### config.mk
export PLATFORM = sky130hd
export DESIGN_NAME = twiddle_sched
export DESIGN_NICKNAME = d
export VERILOG_FILES = /design/src/rtl/twiddle_sched.sv
export SDC_FILE = /design/constraint.sdc
export NUM_CORES = 1
export LEC_CHECK = 0
export BUFFER_PORTS_ARGS = -buffer_cell sky130_fd_sc_hd__buf_2
export CAP_MARGIN = 20
export CORE_MARGIN = 2
export CORE_UTILIZATION = 35
export CTS_BUF_LIST = sky130_fd_sc_hd__clkbuf_8
export CTS_CLUSTER_SIZE = 10
export DETAILED_ROUTE_END_ITERATION = 12
export PLACE_DENSITY = 0.81
export SETUP_SLACK_MARGIN = 0.5
export SLEW_MARGIN = 5
export SYNTH_ARGS = -nofsm -noshare
export SYNTH_HDL_FRONTEND = slang
export SYNTH_SLANG_ARGS = --single-unit
### constraint.sdc
create_clock -name clk -period 1.85 [get_ports clk]
set_input_delay 0.0925 -clock clk [delete_from_list [all_inputs] [get_ports clk]]
set_output_delay 0.0925 -clock clk [all_outputs]
set_load 0.01 [all_outputs]
### src/rtl/twiddle_sched.sv
// twiddle_sched: sequencer for the NTT twiddle RAM.
//   LOAD: streams DEPTH = N/2 twiddle words into the RAM in index order.
//   RUN : walks every stage s and butterfly j of an N-point radix-2 DIT NTT.
//         It presents twiddle[(j mod 2^s) << (LOGN-1-s)] to the butterfly unit
//         over a valid/ready handshake.
// Ports:
//   clk, rst (async, active-low)
//   load_valid/load_ready/load_data : twiddle load stream
//   start                           : begin a RUN pass (needs ram_full, block idle)
//   busy, done, err_start           : status (err_start is sticky until reset)
//   ram_we/ram_waddr/ram_wdata      : RAM write port
//   ram_raddr/ram_rdata, ram_full   : RAM read port (combinational) and full flag
//   tw_valid/tw_ready/tw_data       : twiddle stream to the butterfly
//   tw_stage/tw_bfly/tw_last        : position tags for the current twiddle
// Optional: define TWIDDLE_SCHED_STALL_CNT_EN to add stall_cnt[15:0].
//   It counts RUN cycles with tw_ready low, saturates at 0xFFFF, and clears on
//   start acceptance and on reset.
module twiddle_sched #(
  parameter  int unsigned W     = 32,
  parameter  int unsigned N     = 16,
  localparam int unsigned DEPTH = N / 2,
  localparam int unsigned AW    = $clog2(DEPTH),
  localparam int unsigned LOGN  = $clog2(N),
  localparam int unsigned SW    = $clog2(LOGN)
) (
  input  logic          clk,
  input  logic          rst,
  input  logic          load_valid,
  input  logic [W-1:0]  load_data,
  output logic          load_ready,
  input  logic          start,
  output logic          busy,
  output logic          done,
  output logic          err_start,
  output logic          ram_we,
  output logic [AW-1:0] ram_waddr,
  output logic [W-1:0]  ram_wdata,
  output logic [AW-1:0] ram_raddr,
  input  logic [W-1:0]  ram_rdata,
  input  logic          ram_full,
  output logic          tw_valid,
  input  logic          tw_ready,
  output logic [W-1:0]  tw_data,
  output logic [SW-1:0] tw_stage,
  output logic [AW-1:0] tw_bfly,
  output logic          tw_last
`ifdef TWIDDLE_SCHED_STALL_CNT_EN
  ,
  output logic [15:0]   stall_cnt
`endif
);

  typedef enum logic [1:0] {StIdle, StLoad, StRun, StDone} state_e;

  state_e        state_q, state_d;
  logic [AW-1:0] wcnt_q, wcnt_d;
  logic [SW-1:0] stage_q, stage_d;
  logic [AW-1:0] bfly_q, bfly_d;
  logic          err_q, err_d;

  logic          is_last;
  logic [AW-1:0] mask;
  logic [AW-1:0] raddr;
  logic [31:0]   shamt;

  assign is_last = (stage_q == SW'(LOGN - 1)) && (bfly_q == AW'(DEPTH - 1));

  // (j mod 2^s) << (LOGN-1-s). At s = AW the shift of 1 wraps to 0, so the
  // mask becomes all ones, which is exactly "mod 2^AW".
  always_comb begin
    mask  = (AW'(1) << stage_q) - AW'(1);
    shamt = AW - 32'(stage_q);
    raddr = (bfly_q & mask) << shamt;
  end

  always_comb begin
    state_d    = state_q;
    wcnt_d     = wcnt_q;
    stage_d    = stage_q;
    bfly_d     = bfly_q;
    err_d      = err_q;
    load_ready = 1'b0;
    busy       = 1'b0;
    done       = 1'b0;
    ram_we     = 1'b0;
    tw_valid   = 1'b0;
    tw_last    = 1'b0;

    unique case (state_q)
      StIdle: begin
        if (!ram_full) begin
          state_d = StLoad;
          if (start) err_d = 1'b1;
        end else if (start) begin
          state_d = StRun;
        end
      end
      StLoad: begin
        load_ready = 1'b1;
        busy       = 1'b1;
        if (start) err_d = 1'b1;
        if (load_valid) begin
          ram_we = 1'b1;
          if (wcnt_q == AW'(DEPTH - 1)) begin
            wcnt_d  = '0;
            state_d = StIdle;
          end else begin
            wcnt_d = wcnt_q + 1'b1;
          end
        end
      end
      StRun: begin
        busy     = 1'b1;
        tw_valid = 1'b1;
        tw_last  = is_last;
        if (start) err_d = 1'b1;
        if (tw_ready) begin
          if (bfly_q == AW'(DEPTH - 1)) begin
            bfly_d = '0;
            if (is_last) begin
              stage_d = '0;
              state_d = StDone;
            end else begin
              stage_d = stage_q + 1'b1;
            end
          end else begin
            bfly_d = bfly_q + 1'b1;
          end
        end
      end
      StDone: begin
        done    = 1'b1;
        if (start) err_d = 1'b1;
        wcnt_d  = '0;
        stage_d = '0;
        bfly_d  = '0;
        state_d = StIdle;
      end
      default: state_d = StIdle;
    endcase
  end

  assign ram_waddr = wcnt_q;
  assign ram_wdata = load_data;
  assign ram_raddr = (state_q == StRun) ? raddr : '0;
  assign tw_data   = ram_rdata;
  assign tw_stage  = stage_q;
  assign tw_bfly   = bfly_q;
  assign err_start = err_q;

  always_ff @(posedge clk or negedge rst) begin
    if (!rst) begin
      state_q <= StIdle;
      wcnt_q  <= '0;
      stage_q <= '0;
      bfly_q  <= '0;
      err_q   <= 1'b0;
    end else begin
      state_q <= state_d;
      wcnt_q  <= wcnt_d;
      stage_q <= stage_d;
      bfly_q  <= bfly_d;
      err_q   <= err_d;
    end
  end

`ifdef TWIDDLE_SCHED_STALL_CNT_EN
  logic        start_ok;
  logic [15:0] stall_q, stall_d;

  assign start_ok = (state_q == StIdle) && ram_full && start;

  always_comb begin
    stall_d = stall_q;
    if (start_ok) begin
      stall_d = '0;
    end else if ((state_q == StRun) && !tw_ready && (stall_q != 16'hFFFF)) begin
      stall_d = stall_q + 16'd1;
    end
  end

  always_ff @(posedge clk or negedge rst) begin
    if (!rst) begin
      stall_q <= '0;
    end else begin
      stall_q <= stall_d;
    end
  end

  assign stall_cnt = stall_q;
`endif

endmodule

==> run summary, run 1 <==
Once the floorplan was initialized, standard cells occupied 36.16% of the core. Along the worst path, the maximum fanout reaches 2. By area the synthesized netlist is led by sky130_fd_sc_hd__buf_4 (36%), sky130_fd_sc_hd__dfrtp_1 (21%), sky130_fd_sc_hd__ha_1 (10%), sky130_fd_sc_hd__mux2i_1 (3.8%), sky130_fd_sc_hd__nand2_1 (2.3%). For the number of detailed-routing iterations run before antenna repair, the log shows 4. In the final design database the tool counted 216 nets. The final-layout worst hold slack was 0.06379 ns. The worst hold path begins at start. Of the cells placed in the final design, the portion with a size suffix greater than 1 is 61.94%. Peak per-stage delay on the critical path: 0.38 ns. The flow ran to the end, and the final reports show no timing, DRC or antenna violations.

The share of the synthesized area in the top cell type came out at 36.29%. The post-synthesis cell type with the largest combined area is sky130_fd_sc_hd__buf_4. In this run the power density over the cells is 1390 nW/um2. Type of the tightest min-delay check: input port to flop. Data on the critical path arrives at its endpoint at 1.66 ns. After the first detailed-routing iteration, the DRC count stood at 15. For the number of standard cells after synthesis, the log shows 149.

The largest individual stage delay along the critical path comes from the cell sky130_fd_sc_hd__dfrtp_2. The HPWL after detailed placement is 1.641 mm. Setup repair after global routing could not meet its margin everywhere. The tools report the total number of placement rows as 22.

The per-cell via count in the routed design works out to 4.890. The antenna diode count was 0; the number of fill cells was 348. The H-tree depth was 1. The sort of element at the start of the critical path is a flop. After clock tree synthesis, the clock-pin slew on the worst setup and hold paths is 0.06 ns. TritonCTS built the clock tree. The worst-case headroom to the max-slew limit was 82.86%. For the initial antenna violation count, the log shows 0. The tree is rooted in a sky130_fd_sc_hd__clkbuf_8. For the placeable core region, the log shows 3661 um2. STA classifies the critical path endpoint as a flop. Subtracting the final worst setup slack from the clock period gives 1.534 ns.

Global-route congestion overflow total: 0. After detailed routing, the average wire length per cell comes to 14.74 um. The tools report the peak ir drop on the vdd network as 0.0009669 V.

From bottom edge to top edge, the die measures 65.50 um. The highest clock rate is 652.1 MHz, and the signed area change from the synthesized netlist to the final layout is 8.507%. The multi-input combinational cells in the finished layout cover a total of 689.4 um2. The logs give 0.0005153 ns for the worst clock skew on the final layout and 152 for the top-level port count.

The number of endpoints failing setup at the final stage was 0; the final routed DRC violation total was 0. The net count after synthesis is 230, and the post-synthesis sequential element count is 11. The TritonCTS buffer count was 3.

The commonest non-fill, non-tap cell in the layout was sky130_fd_sc_hd__buf_2. The count of pins over their slew limit is 0. The tools report the data required time of the worst path as 1.98 ns.

Number of warning messages in the yosys log: 0. The floorplan step defined a die boundary enclosing 4290 um2. For the final hold violation count, the log shows 0. The logs give 880 for the via count of the first global-routing pass and 0 for the remaining number of nets flagged by the antenna check after routing. Of the available clock period, the critical path in the final layout requires 82.89%. The actual transition at the worst max-transition pin came out at 0.2571 ns. The critical path starts at tw_bfly[0].

Number of sinks driven by the clock tree: 11. The run gives 0 ns as the total negative setup slack. In the layout the commonest cells are sky130_fd_sc_hd__buf_2 (23), sky130_fd_sc_hd__buf_4 (15), sky130_fd_sc_hd__ha_4 (8), sky130_fd_sc_hd__buf_6 (8), sky130_fd_sc_hd__dfrtp_1 (7).

The congestion estimate from routability-driven global placement came to 0.7826. Of the synthesized area, sequential elements account for 20.79%. The critical path's most frequent cell was sky130_fd_sc_hd__ha_4. The routed layout has 890 vias. Across the run, the number of max-cap violations was 0. The clock reaches the later pin of the worst-skew pair after 0.24 ns. A synthesized cell averages 8.884 um2. Input and output buffers added on the ports amount to 23.

Traced cell by cell, the critical path runs through ha_4 > ha_4 > nand4_4 > a221oi_4 > mux2_4. The routed design has 2.683 mm of wire. The tools report the reg-to-reg startpoint as tw_bfly[0].

The largest net degree at the start of global routing was 12; the maximum root-to-sink buffer count was 2. The synthesized netlist contains 30 unique library cells. The synthesized netlist occupies a cell area of 1324 um2. The critical path is of the flop to flop type.

For the global-route wire length before repair, the log shows 3.967 mm. The standby leakage power was 0.6595 nW; the horizontal extent of the die was 65.50 um. Summing all flip-flop and latch instances after layout gives 280.3 um2. The run gives 11.66% as the overall fraction of global-route tracks in use.
through the flow:
stage	std cells	setup slack [ns]	total power [mW]	util (%)	instance area (um2)
6_report	182	0.3165	1.997	39.23	1436
5_1_grt	182	0.2219	2.146	39.23	1436
4_1_cts	178	0.3429	1.831	37.01	1355
3_5_place_dp	156	0.2486	1.249	29.56	1082
3_3_place_gp	156	0.2712	1.233	29.56	1082
2_1_floorplan	149	0.2707	1.139	-	1389
registers in the layout (all words and copies together) (netlist names):
register	count
tw_stage	2
err_start	1
tw_bfly	3
state_q	2
ram_waddr	3
cells by family (layout without fill, tap and decap cells):
family	after synthesis	count (layout)	synth area share (%)
adders and majority gates	11	11	10.40
DFF	11	11	20.79
and+or+nand+nor	29	29	13.42
buffers and inverters	73	58	39.51
AOI/OAI and AO/OA	19	19	10.96
muxes	6	6	4.915
report_power, final:
part / leakage, nW / total, mW / switching, mW / internal [mW]
sequential: 0.135 / 0.410 / 0.0842 / 0.326
clock: 0.0269 / 0.248 / 0.102 / 0.146
combinational: 0.497 / 1.34 / 0.621 / 0.718
total: 0.660 / 2.00 / 0.806 / 1.19
what timing repair did:
item | CTS | global route
setup endpoints to repair | 17 | 16
setup buffers | 17 | 4
endpoints found under the hold margin | 11 | 0
pin swaps | 2 | 8
hold buffers | 1 | 0
resized for setup | 25 | 14
worst max-delay path: cells and delay by family, from the launching register on:
kind	cells	cell delay, ns
AND/OR/NAND/NOR	1	0.12
flip-flops	1	0.38
AO/OA/AOI/OAI	1	0.28
adder cells (fa/ha/maj)	2	0.31
multiplexers	1	0.32
path summary, 6_finish.rpt:
path	depth (start not counted)	to	slack (ns)
worst max-delay path	5	state_q[1]	0.32
worst min-delay path	2	err_start	0.06
worst max register to register	5	state_q[1]	0.32
worst min register to register	1	err_start	0.46
max in group asynchronous	2	tw_stage[0]	1.38
min in group asynchronous	2	tw_bfly[2]	0.25
layer usage:
layer | up-vias | global-route usage [%] | part of all wire, %
met3 | 8 | 3.425 | 8.1
li1 | 408 | - | -
met4 | 0 | 4.688 | 1.2
met1 | 438 | 14.26 | 41
met2 | 36 | 19.13 | 49
met5 | - | 0 | 0
layout make-up:
cell class              instances  area share [%]
multi-input cells              65           48.00
clock buffers                   3           2.875
inverters                       7           2.352
clock inverters                 1          0.2613
well taps                      48           4.181
flip-flops and latches         11           19.51
repair buffers                 47           22.82
cells in the mapped netlist:
cell / instances
sky130_fd_sc_hd__buf_4: 64
sky130_fd_sc_hd__dfrtp_1: 11
sky130_fd_sc_hd__ha_1: 11
sky130_fd_sc_hd__nand2_1: 8
sky130_fd_sc_hd__inv_1: 6
sky130_fd_sc_hd__a21oi_1: 5
sky130_fd_sc_hd__mux2i_1: 5
sky130_fd_sc_hd__nor2_1: 5
sky130_fd_sc_hd__nor2b_1: 4
sky130_fd_sc_hd__o21ai_0: 4
sky130_fd_sc_hd__a22o_1: 3
sky130_fd_sc_hd__a32o_1: 2
sky130_fd_sc_hd__nor3b_1: 2
sky130_fd_sc_hd__nor4b_1: 2
sky130_fd_sc_hd__o22ai_1: 2
sky130_fd_sc_hd__a21o_1: 1
sky130_fd_sc_hd__a221oi_4: 1
sky130_fd_sc_hd__and2_1: 1
sky130_fd_sc_hd__and3_1: 1
sky130_fd_sc_hd__and3b_1: 1
sky130_fd_sc_hd__and4b_2: 1
sky130_fd_sc_hd__buf_2: 1
sky130_fd_sc_hd__buf_6: 1
sky130_fd_sc_hd__inv_2: 1
sky130_fd_sc_hd__mux2_4: 1
sky130_fd_sc_hd__nand2b_1: 1
sky130_fd_sc_hd__nand3_1: 1
sky130_fd_sc_hd__nand4_1: 1
sky130_fd_sc_hd__nand4_4: 1
sky130_fd_sc_hd__o21bai_1: 1
Note: power is estimated with default switching activity, not from simulation.
==> run 2: changes to the inputs <==
--- a/config.mk
+++ b/config.mk
@@ -5,14 +5,15 @@
 export SDC_FILE = /design/constraint.sdc
 export NUM_CORES = 1
 export LEC_CHECK = 0
+export ABC_AREA = 1
 export BUFFER_PORTS_ARGS = -buffer_cell sky130_fd_sc_hd__buf_2
 export CAP_MARGIN = 20
 export CORE_MARGIN = 2
-export CORE_UTILIZATION = 35
+export CORE_UTILIZATION = 34
 export CTS_BUF_LIST = sky130_fd_sc_hd__clkbuf_8
 export CTS_CLUSTER_SIZE = 10
 export DETAILED_ROUTE_END_ITERATION = 12
-export PLACE_DENSITY = 0.81
+export PLACE_DENSITY = 0.82
 export SETUP_SLACK_MARGIN = 0.5
 export SLEW_MARGIN = 5
 export SYNTH_ARGS = -nofsm -noshare
==> constraint.sdc (replaced) <==
create_clock -name clk -period 1.5 [get_ports clk]
set_input_delay 0.075 -clock clk [delete_from_list [all_inputs] [get_ports clk]]
set_output_delay 0.075 -clock clk [all_outputs]
set_load 0.01 [all_outputs]
==> run summary, run 2 <==
The flow ran to the end, and the final reports show no timing, DRC or antenna violations. The design area was 1495 um2 (was 1436 um2); the distinct cell type count of the synthesized netlist was 16 (was 30). The die height is 64.33 um (was 65.50 um), and the actual transition at the worst max-transition pin is 0.2786 ns (was 0.2571 ns). The worst-case headroom to the max-slew limit was 81.43% (was 82.86%); the antenna diode count was 0 (unchanged). The final estimated routing congestion in global placement was 0.8310 (was 0.7826). The tools report the critical path capture point type as a primary output (was a flop).

The sum of routed wire length over all layers was 2.860 mm (was 2.683 mm); the share of power burned in the clock network was 9.9% (was 12.4%). The number of stages on the worst hold path works out to 2 (unchanged). The signed area change from the synthesized netlist to the final layout came out at 20.83% (was 8.507%). The mean post-synth cell area is 7.500 um2 (was 8.884 um2). The run gives 942 (was 880) as the via count of the first global-routing pass. The logs give 1.329 mW (was 806.4 uW) for the power dissipated by switching net loads and 3.049 mW (was 1.997 mW) for the total power. The met3 global-route usage is 4.930% (was 3.425%). The largest net degree at the start of global routing is 12 (unchanged), and the fraction of the cycle the final worst path needs is 96.21%. Largest cells by area after synthesis: sky130_fd_sc_hd__buf_4 (39%), sky130_fd_sc_hd__dfrtp_1 (22%), sky130_fd_sc_hd__ha_1 (11%), sky130_fd_sc_hd__nand2_1 (8.5%), sky130_fd_sc_hd__inv_1 (3.9%) (was sky130_fd_sc_hd__buf_4 (36%), sky130_fd_sc_hd__dfrtp_1 (21%), sky130_fd_sc_hd__ha_1 (10%), sky130_fd_sc_hd__mux2i_1 (3.8%), sky130_fd_sc_hd__nand2_1 (2.3%)). The HPWL after detailed placement was 1.642 mm (was 1.641 mm).

Global-route wire length before repair: 4.381 mm (was 3.967 mm). Top cell types by occurrence after synthesis: sky130_fd_sc_hd__buf_4 (64), sky130_fd_sc_hd__nand2_1 (28), sky130_fd_sc_hd__inv_1 (13) (was sky130_fd_sc_hd__buf_4 (64), sky130_fd_sc_hd__dfrtp_1 (11), sky130_fd_sc_hd__ha_1 (11)). The number of endpoints failing setup at the final stage is 0 (unchanged), and the clock slew seen by the registers of the worst setup and hold paths is 0.05 ns (was 0.06 ns). The run gives 70.3% (was 67.0%) as the portion of total power attributed to combinational logic. For the global-route congestion overflow total, the log shows 0 (unchanged).

The logs give 0 (unchanged) for the remaining number of nets flagged by the antenna check after routing and 1 (unchanged) for the H-tree depth. The depth of the most critical reg-to-reg path is 7 (was 5). Standard cell with the maximum stage delay on the critical path: sky130_fd_sc_hd__dfrtp_2 (unchanged).

The tools report the worst clock skew on the final layout as 0.0006592 ns (was 0.0005153 ns). The number of buffers and inverters on the critical path works out to 2 (was 0). The number of enable flip-flop cells after synthesis is 0 (unchanged), and the horizontal extent of the die is 64.33 um (was 65.50 um). Origin of the worst min-delay path: start (unchanged). The power per standard cell area is 2039 nW/um2 (was 1390 nW/um2). Total number of vias: 941 (was 890). The maximum root-to-sink buffer count was 2 (unchanged); the minimum setup slack among reg-to-reg paths was 0.18 ns (was 0.32 ns). For the net count after synthesis, the log shows 246 (was 230). Max capacitance violation total: 0 (unchanged). Setup repair after global routing could not meet its margin everywhere. Post-place instance area: 949.7 um2 (was 1082 um2). The run gives 36.23% (was 36.16%) as the initial cell density of the core. The routing usage on met1 is 14.56% (was 14.26%), and the highest clock rate is 692.9 MHz.

The logs give 1.720 mW (was 1.191 mW) for the internal cell power and 33 (was 15) for the number of violations reported at the end of detailed-routing iteration 0. The total number of placement rows came out at 21 (was 22). The logs give 0 ns (unchanged) for the total negative setup slack and 237 (was 216) for the count of nets after finishing. The share of synthesized registers carrying an async set or reset is 100.0% (unchanged). The worst path arrival time came out at 1.37 ns (was 1.66 ns). Clock latency on the worst-skew pair: 0.24 ns (about the same).

The critical path class is flop to primary output (was flop to flop). The clock period could shrink to 1.443 ns. Final routed DRC violation total: 0 (unchanged). The share of the synthesized area in the top cell type works out to 38.83% (was 36.29%).

For the number of sinks driven by the clock tree, the log shows 11 (unchanged). Type of the tightest min-delay check: input port to flop (unchanged). The tools report the cell at the root of the clock tree as sky130_fd_sc_hd__clkbuf_8 (unchanged). For the number of fill cells, the log shows 328 (was 348). The top-level port count is 152 (unchanged), and the TritonCTS buffer count is 3 (unchanged).

Endpoint of the most critical register-to-register path: tw_bfly[2] (was state_q[1]). The initial antenna violation count came out at 0 (unchanged). The worst-case hold path end point was err_start (unchanged).

The share of cells above drive strength 1 works out to 63.87% (was 61.94%). The final-layout worst hold slack came out at 0.05130 ns (was 0.06379 ns). The run gives 43.77% (was 39.23%) as the final cell utilization of the core. The category of cells accounting for the largest share of critical-path delay is flip-flops (unchanged).

The tools report the number of warning messages in the yosys log as 0 (unchanged). Peak ir drop on the vdd network: 0.0008835 V (was 0.0009669 V). The most frequent cell after synthesis was sky130_fd_sc_hd__buf_4 (unchanged).

The floorplan die area is 4138 um2 (was 4290 um2), and the routed wirelength normalized by instance count is 14.23 um (was 14.74 um). For the data required time of the worst path, the log shows 1.42 ns (was 1.98 ns). The met2 usage was 23.83% (was 19.13%). The number of detailed-routing iterations run before antenna repair was 4 (unchanged); the number of buffer cells added on primary ports was 23 (unchanged).

Post-synthesis sequential element count: 11 (unchanged). The tools report the final hold violation count as 0 (unchanged). The run gives 0.7179 nW (was 0.6595 nW) as the standby leakage power. Cells along the critical path: buf_6 > ha_4 > nand3_2 > o211ai_1 > nand2_1 > nor2_2 > buf_2 (was ha_4 > ha_4 > nand4_4 > a221oi_4 > mux2_4).

The maximum fanout along the worst path is 3 (was 2). The peak per-stage delay on the critical path is 0.43 ns (was 0.38 ns), and the net switching share of the total power is 43.58% (was 40.38%). The register area share after synthesis was 22.24% (was 20.79%); the number of standard cells after synthesis was 165 (was 149). The tools report the netlist area before placement as 1237 um2 (was 1324 um2). Highest-utilization routing layer at the global route stage: met2 (unchanged). The relative contribution of sequential cells to total power came out at 19.8% (was 20.5%). The per-cell via count in the routed design is 4.682 (was 4.890).

The sort of element at the start of the critical path was a flop (unchanged). TritonCTS built the clock tree. The tools report the reg-to-reg startpoint as state_q[0] (was tw_bfly[0]). Count of pins over their slew limit: 0 (unchanged).

The commonest register cell after synthesis is sky130_fd_sc_hd__dfrtp_1 (unchanged). Commonest cells after routing, fill and taps aside: sky130_fd_sc_hd__nand2_1 (20), sky130_fd_sc_hd__buf_6 (20), sky130_fd_sc_hd__buf_2 (15) (was sky130_fd_sc_hd__buf_2 (23), sky130_fd_sc_hd__buf_4 (15), sky130_fd_sc_hd__ha_4 (8), sky130_fd_sc_hd__buf_6 (8), sky130_fd_sc_hd__dfrtp_1 (7)). For the placeable core region, the log shows 3416 um2 (was 3661 um2). The tools report the overall fraction of global-route tracks in use as 13.83% (was 11.66%). The post-synthesis cell type with the largest combined area is sky130_fd_sc_hd__buf_4 (unchanged).
-- run 2: changes by cell type in the layout (fill, tap and decap cells not counted), moves of 3 or more --
cell and change:
sky130_fd_sc_hd__nand2_1 +15, sky130_fd_sc_hd__buf_6 +12, sky130_fd_sc_hd__buf_2 -8, sky130_fd_sc_hd__inv_1 +6
sky130_fd_sc_hd__mux2i_1 -5, sky130_fd_sc_hd__nand2_2 +5, sky130_fd_sc_hd__nand3_2 +5, sky130_fd_sc_hd__nor2_2 +4
sky130_fd_sc_hd__a21oi_1 -3, sky130_fd_sc_hd__a22o_1 -3
-- run 2: worst register-to-register path: cells and delay by family (launching register included) --
| family | cells | cell delay [ns] |
|---|---|---|
| flops | 1 | 0.40 |
| compound gates | 2 | 0.30 |
| buf+inv | 3 | 0.27 |
| simple gates | 1 | 0.09 |
| fa+ha+maj | 1 | 0.19 |
-- run 2: cells by family after synthesis --
kind of cell | Yosys count | synth area share, %
adders and majority gates | 11 | 11.12
and+or+nand+nor | 49 | 16.18
buffers and inverters | 79 | 43.38
AOI/OAI and AO/OA | 15 | 7.078
DFF | 11 | 22.24
-- run 2: repair_timing --
item | 4_1_cts | 5_1_grt
hold endpoints to repair | 11 | 0
buffers inserted | 24 | 1
pin swaps | 21 | 12
setup endpoints to repair | 20 | 25
resized for setup | 53 | 20
cloned | 1 | 0
hold buffers | 1 | 0
-- run 2: power by group through the flow --
stage,clock network [mW],logic [mW],registers [mW]
6_report,0.302,2.14,0.603
5_1_grt,0.326,2.31,0.618
4_1_cts,0.312,1.89,0.582
3_5_place_dp,0,1.05,0.594
3_3_place_gp,0,1.03,0.586
2_1_floorplan,0,0.864,0.614
-- run 2: cell type report --
cell class / instances / area [um2] / share of cell area, %
clock buffer: 3 / 41.29 / 2.762
clock inverter: 1 / 3.754 / 0.2510
inverter: 15 / 63.81 / 4.268
multi-input combinational: 75 / 631.9 / 42.26
sequential: 11 / 281.5 / 18.83
tap: 46 / 57.56 / 3.849
timing repair buffer: 49 / 407.9 / 27.28
timing repair inverter: 1 / 7.507 / 0.5021
-- run 2: metal layers --
metal,up-vias,wire [um],share of wire [%]
li1,434,-,-
met5,-,0,0
met3,18,221,7.7
met1,452,1065,37
met2,37,1500,52
met4,0,74,2.6
-- run 2: worst max path at each step --
stage	from	to	slack, ns	cells past startpoint
detailed placement	state_q[0]	ram_raddr[1]	0.18	5
CTS	tw_stage[0]	ram_raddr[2]	0.08	8
global placement	tw_stage[0]	ram_raddr[2]	0.18	8
finish	tw_stage[0]	ram_raddr[2]	0.06	7
floorplan	tw_bfly[0]	state_q[1]	0.26	7
global route	tw_stage[0]	ram_raddr[2]	0.01	8
-- run 2: metrics by stage --
stage,worst slack [ns],cells
6_report,0.05684,201
4_1_cts,0.07703,200
3_3_place_gp,0.1763,170
3_5_place_dp,0.1801,170
5_1_grt,0.01479,201
2_1_floorplan,0.2639,165
==> run 3: changes to the inputs <==
--- a/config.mk
+++ b/config.mk
@@ -6,14 +6,14 @@
 export NUM_CORES = 1
 export LEC_CHECK = 0
 export ABC_AREA = 1
-export BUFFER_PORTS_ARGS = -buffer_cell sky130_fd_sc_hd__buf_2
 export CAP_MARGIN = 20
 export CORE_MARGIN = 2
-export CORE_UTILIZATION = 34
+export CORE_UTILIZATION = 40
 export CTS_BUF_LIST = sky130_fd_sc_hd__clkbuf_8
 export CTS_CLUSTER_SIZE = 10
 export DETAILED_ROUTE_END_ITERATION = 12
-export PLACE_DENSITY = 0.82
+export DONT_BUFFER_PORTS = 1
+export PLACE_DENSITY = 0.52
 export SETUP_SLACK_MARGIN = 0.5
 export SLEW_MARGIN = 5
 export SYNTH_ARGS = -nofsm -noshare
==> run summary, run 3 (synthesis gave the netlist of run 2 again) <==
The clock latency on the worst-skew pair was 0.24 ns (about the same); the initial antenna violation count was 0 (unchanged). TritonCTS built the clock tree. The tools report the multi-input logic area as 691.9 um2 (was 631.9 um2). For the worst clock skew on the final layout, the log shows 0.001729 ns (was 0.0006592 ns).

The critical path capture point type is a primary output (unchanged). The critical path launch point is tw_stage[0] (unchanged). The antenna diode count was 0 (unchanged). The minimum setup slack among reg-to-reg paths came out at 0.16 ns (was 0.18 ns).

Reg-to-reg startpoint: state_q[0] (unchanged). The global-route wire length before repair was 3.815 mm (was 4.381 mm); the clock slew seen by the registers of the worst setup and hold paths was 0.05 ns (about the same). The fraction of the cycle the final worst path needs is 98.97% (was 96.21%), and the final estimated routing congestion in global placement is 0.7547 (was 0.8310). The tools report the count of nets after finishing as 203 (was 237). The signed area change from the synthesized netlist to the final layout is 5.359% (was 20.83%). The power per standard cell area is 2053 nW/um2 (was 2039 nW/um2), and the depth of the most critical reg-to-reg path is 9 (was 7). The tools report the number of endpoints failing setup at the final stage as 0 (unchanged). The run gives 3003 um2 (was 3416 um2) as the placeable core region.

The critical path class is flop to primary output (unchanged). The sort of element at the start of the critical path was a flop (unchanged). The logs give 63.28% (was 81.43%) for the worst-case headroom to the max-slew limit and 0 (unchanged) for the max capacitance violation total. The actual transition at the worst max-transition pin was 0.5490 ns (was 0.2786 ns). The run finished with clean final reports.

The number of buffer cells added on primary ports works out to 0 (was 23). The tools report the data required time of the worst path as 1.42 ns (about the same). TritonCTS buffer count: 3 (unchanged). The final period demand of the worst path was 1.485 ns (was 1.443 ns).

The total number of vias was 835 (was 941); the worst path arrival time was 1.41 ns (was 1.37 ns). The via count of the first global-routing pass is 817 (was 942), and the horizontal extent of the die is 59.62 um (was 64.33 um). The number of fill cells came out at 288 (was 328). Global-route congestion overflow total: 0 (unchanged). Area used by sequential logic in the layout: 284.0 um2 (was 281.5 um2). For the sum of routed wire length over all layers, the log shows 2.623 mm (was 2.860 mm). Standby leakage power: 0.5635 nW (was 0.7179 nW).

The tools report the total power as 2.677 mW (was 3.049 mW). For the initial cell density of the core, the log shows 41.21% (was 36.23%). The peak per-stage delay on the critical path is 0.48 ns (was 0.43 ns). The run gives 12 (unchanged) as the largest net degree at the start of global routing. The total number of placement rows was 20 (was 21). The category of cells accounting for the largest share of critical-path delay is flip-flops (unchanged). The H-tree depth is 1 (unchanged), and the final hold violation count is 0 (unchanged).

Number of buffers and inverters on the critical path: 2 (unchanged). Setup repair after global routing could not meet its margin everywhere. The per-cell via count in the routed design is 5.422 (was 4.682).

The termination of the worst setup path was ram_raddr[1] (was ram_raddr[2]). For the count of pins over their slew limit, the log shows 0 (unchanged). The endpoint of the most critical register-to-register path is tw_stage[0] (was tw_bfly[2]).

The peak ir drop on the vdd network is 0.0009110 V (was 0.0008835 V). The tools report the cell at the root of the clock tree as sky130_fd_sc_hd__clkbuf_8 (unchanged). Commonest cells after routing, fill and taps aside: sky130_fd_sc_hd__nand2_1 (15), sky130_fd_sc_hd__nand2_2 (9), sky130_fd_sc_hd__ha_4 (9) (was sky130_fd_sc_hd__nand2_1 (20), sky130_fd_sc_hd__buf_6 (20), sky130_fd_sc_hd__buf_2 (15)).

The top-level port count came out at 152 (unchanged). The run gives 3555 um2 (was 4138 um2) as the floorplan die area. The number of violations reported at the end of detailed-routing iteration 0 came out at 10 (was 33). Leaving out fill and tap cells, the most frequent cell in the layout is sky130_fd_sc_hd__nand2_1. The number of sinks driven by the clock tree is 11 (unchanged). The routed wirelength normalized by instance count was 17.03 um (was 14.23 um).

The remaining number of nets flagged by the antenna check after routing is 0 (unchanged), and the final routed DRC violation total is 0 (unchanged). The type of the tightest min-delay check was input port to flop (unchanged). The maximum fanout along the worst path is 8 (was 3), and the share of cells above drive strength 1 is 59.50% (was 63.87%). The final cell utilization of the core is 43.42% (was 43.77%), and the critical path depth is 6 (was 7).

The number of stages on the worst hold path is 2 (unchanged). The number of detailed-routing iterations run before antenna repair was 4 (unchanged); the die height was 59.62 um (was 64.33 um). For the highest clock rate, the log shows 673.6 MHz (was 692.9 MHz). The HPWL after detailed placement is 1.719 mm (was 1.642 mm). The maximum root-to-sink buffer count was 2 (unchanged).

Overall fraction of global-route tracks in use: 14.57% (was 13.83%). Cells along the critical path: inv_2 > ha_4 > nor2_4 > buf_4 > nor2_1 > nor3_2 (was buf_6 > ha_4 > nand3_2 > o211ai_1 > nand2_1 > nor2_2 > buf_2). The standard cell with the maximum stage delay on the critical path is sky130_fd_sc_hd__dfrtp_2 (unchanged).
[run 3: worst register-to-register path, delay by kind of cell (launching register included)]
family                   cells  cell delay [ns]
flip-flops                   1             0.42
AND/OR/NAND/NOR              3             0.17
buffers and inverters        4             0.42
AO/OA/AOI/OAI                1             0.07
adder cells (fa/ha/maj)      1             0.19
[run 3: report_power, final]
group	internal, mW	leakage, nW	switching, mW
Sequential	0.444	0.124	0.259
Combinational	0.799	0.412	0.873
Clock	0.181	0.0269	0.121
[run 3: area by class of cell]
| cell class | count | area share (%) |
|---|---|---|
| sequential | 11 | 21.79 |
| tap | 33 | 3.167 |
| inverter | 15 | 5.854 |
| clock buffer | 3 | 3.167 |
| timing repair buffer | 16 | 12.67 |
| multi-input combinational | 75 | 53.07 |
| clock inverter | 1 | 0.2879 |
[run 3: repair_timing]
action,4_1_cts,5_1_grt
pin swaps,10,20
hold endpoints to repair,12,0
gates resized for setup,49,34
endpoints found under the setup margin,20,20
buffers inserted,8,5
hold buffers,2,0
[run 3: per-stage QoR]
stage	instance area (um2)	cells	hold slack, ns	setup TNS, ns	setup WS, ns
after global routing	1304	154	0.01948	-0.1164	-0.05924
after floorplan	1257	165	-0.2206	0	0.2639
after detailed placement	825.8	135	-0.2203	0	0.07736
after global placement	825.8	135	-0.2203	0	0.1417
final	1304	154	0.009333	0	0.01541
after CTS	1131	149	0.009546	0	0.01588
[run 3: routing by layer]
layer / GRT usage [%] / vias to the layer above / share of wire, %
li1: - / 360 / -
met1: 13.08 / 386 / 34
met2: 23.08 / 77 / 50
met3: 12.01 / 12 / 14
met4: 6.667 / 0 / 2.4
met5: 4.762 / - / 0
[run 3: how the worst min path moves through the flow]
stage             start          to  slack (ns)
6_report       ram_full   err_start       0.009
2_1_floorplan       rst   err_start       -0.22
5_1_grt        ram_full   err_start        0.02
3_3_place_gp        rst  tw_bfly[1]       -0.22
3_5_place_dp        rst  tw_bfly[1]       -0.22
4_1_cts        ram_full   err_start        0.01
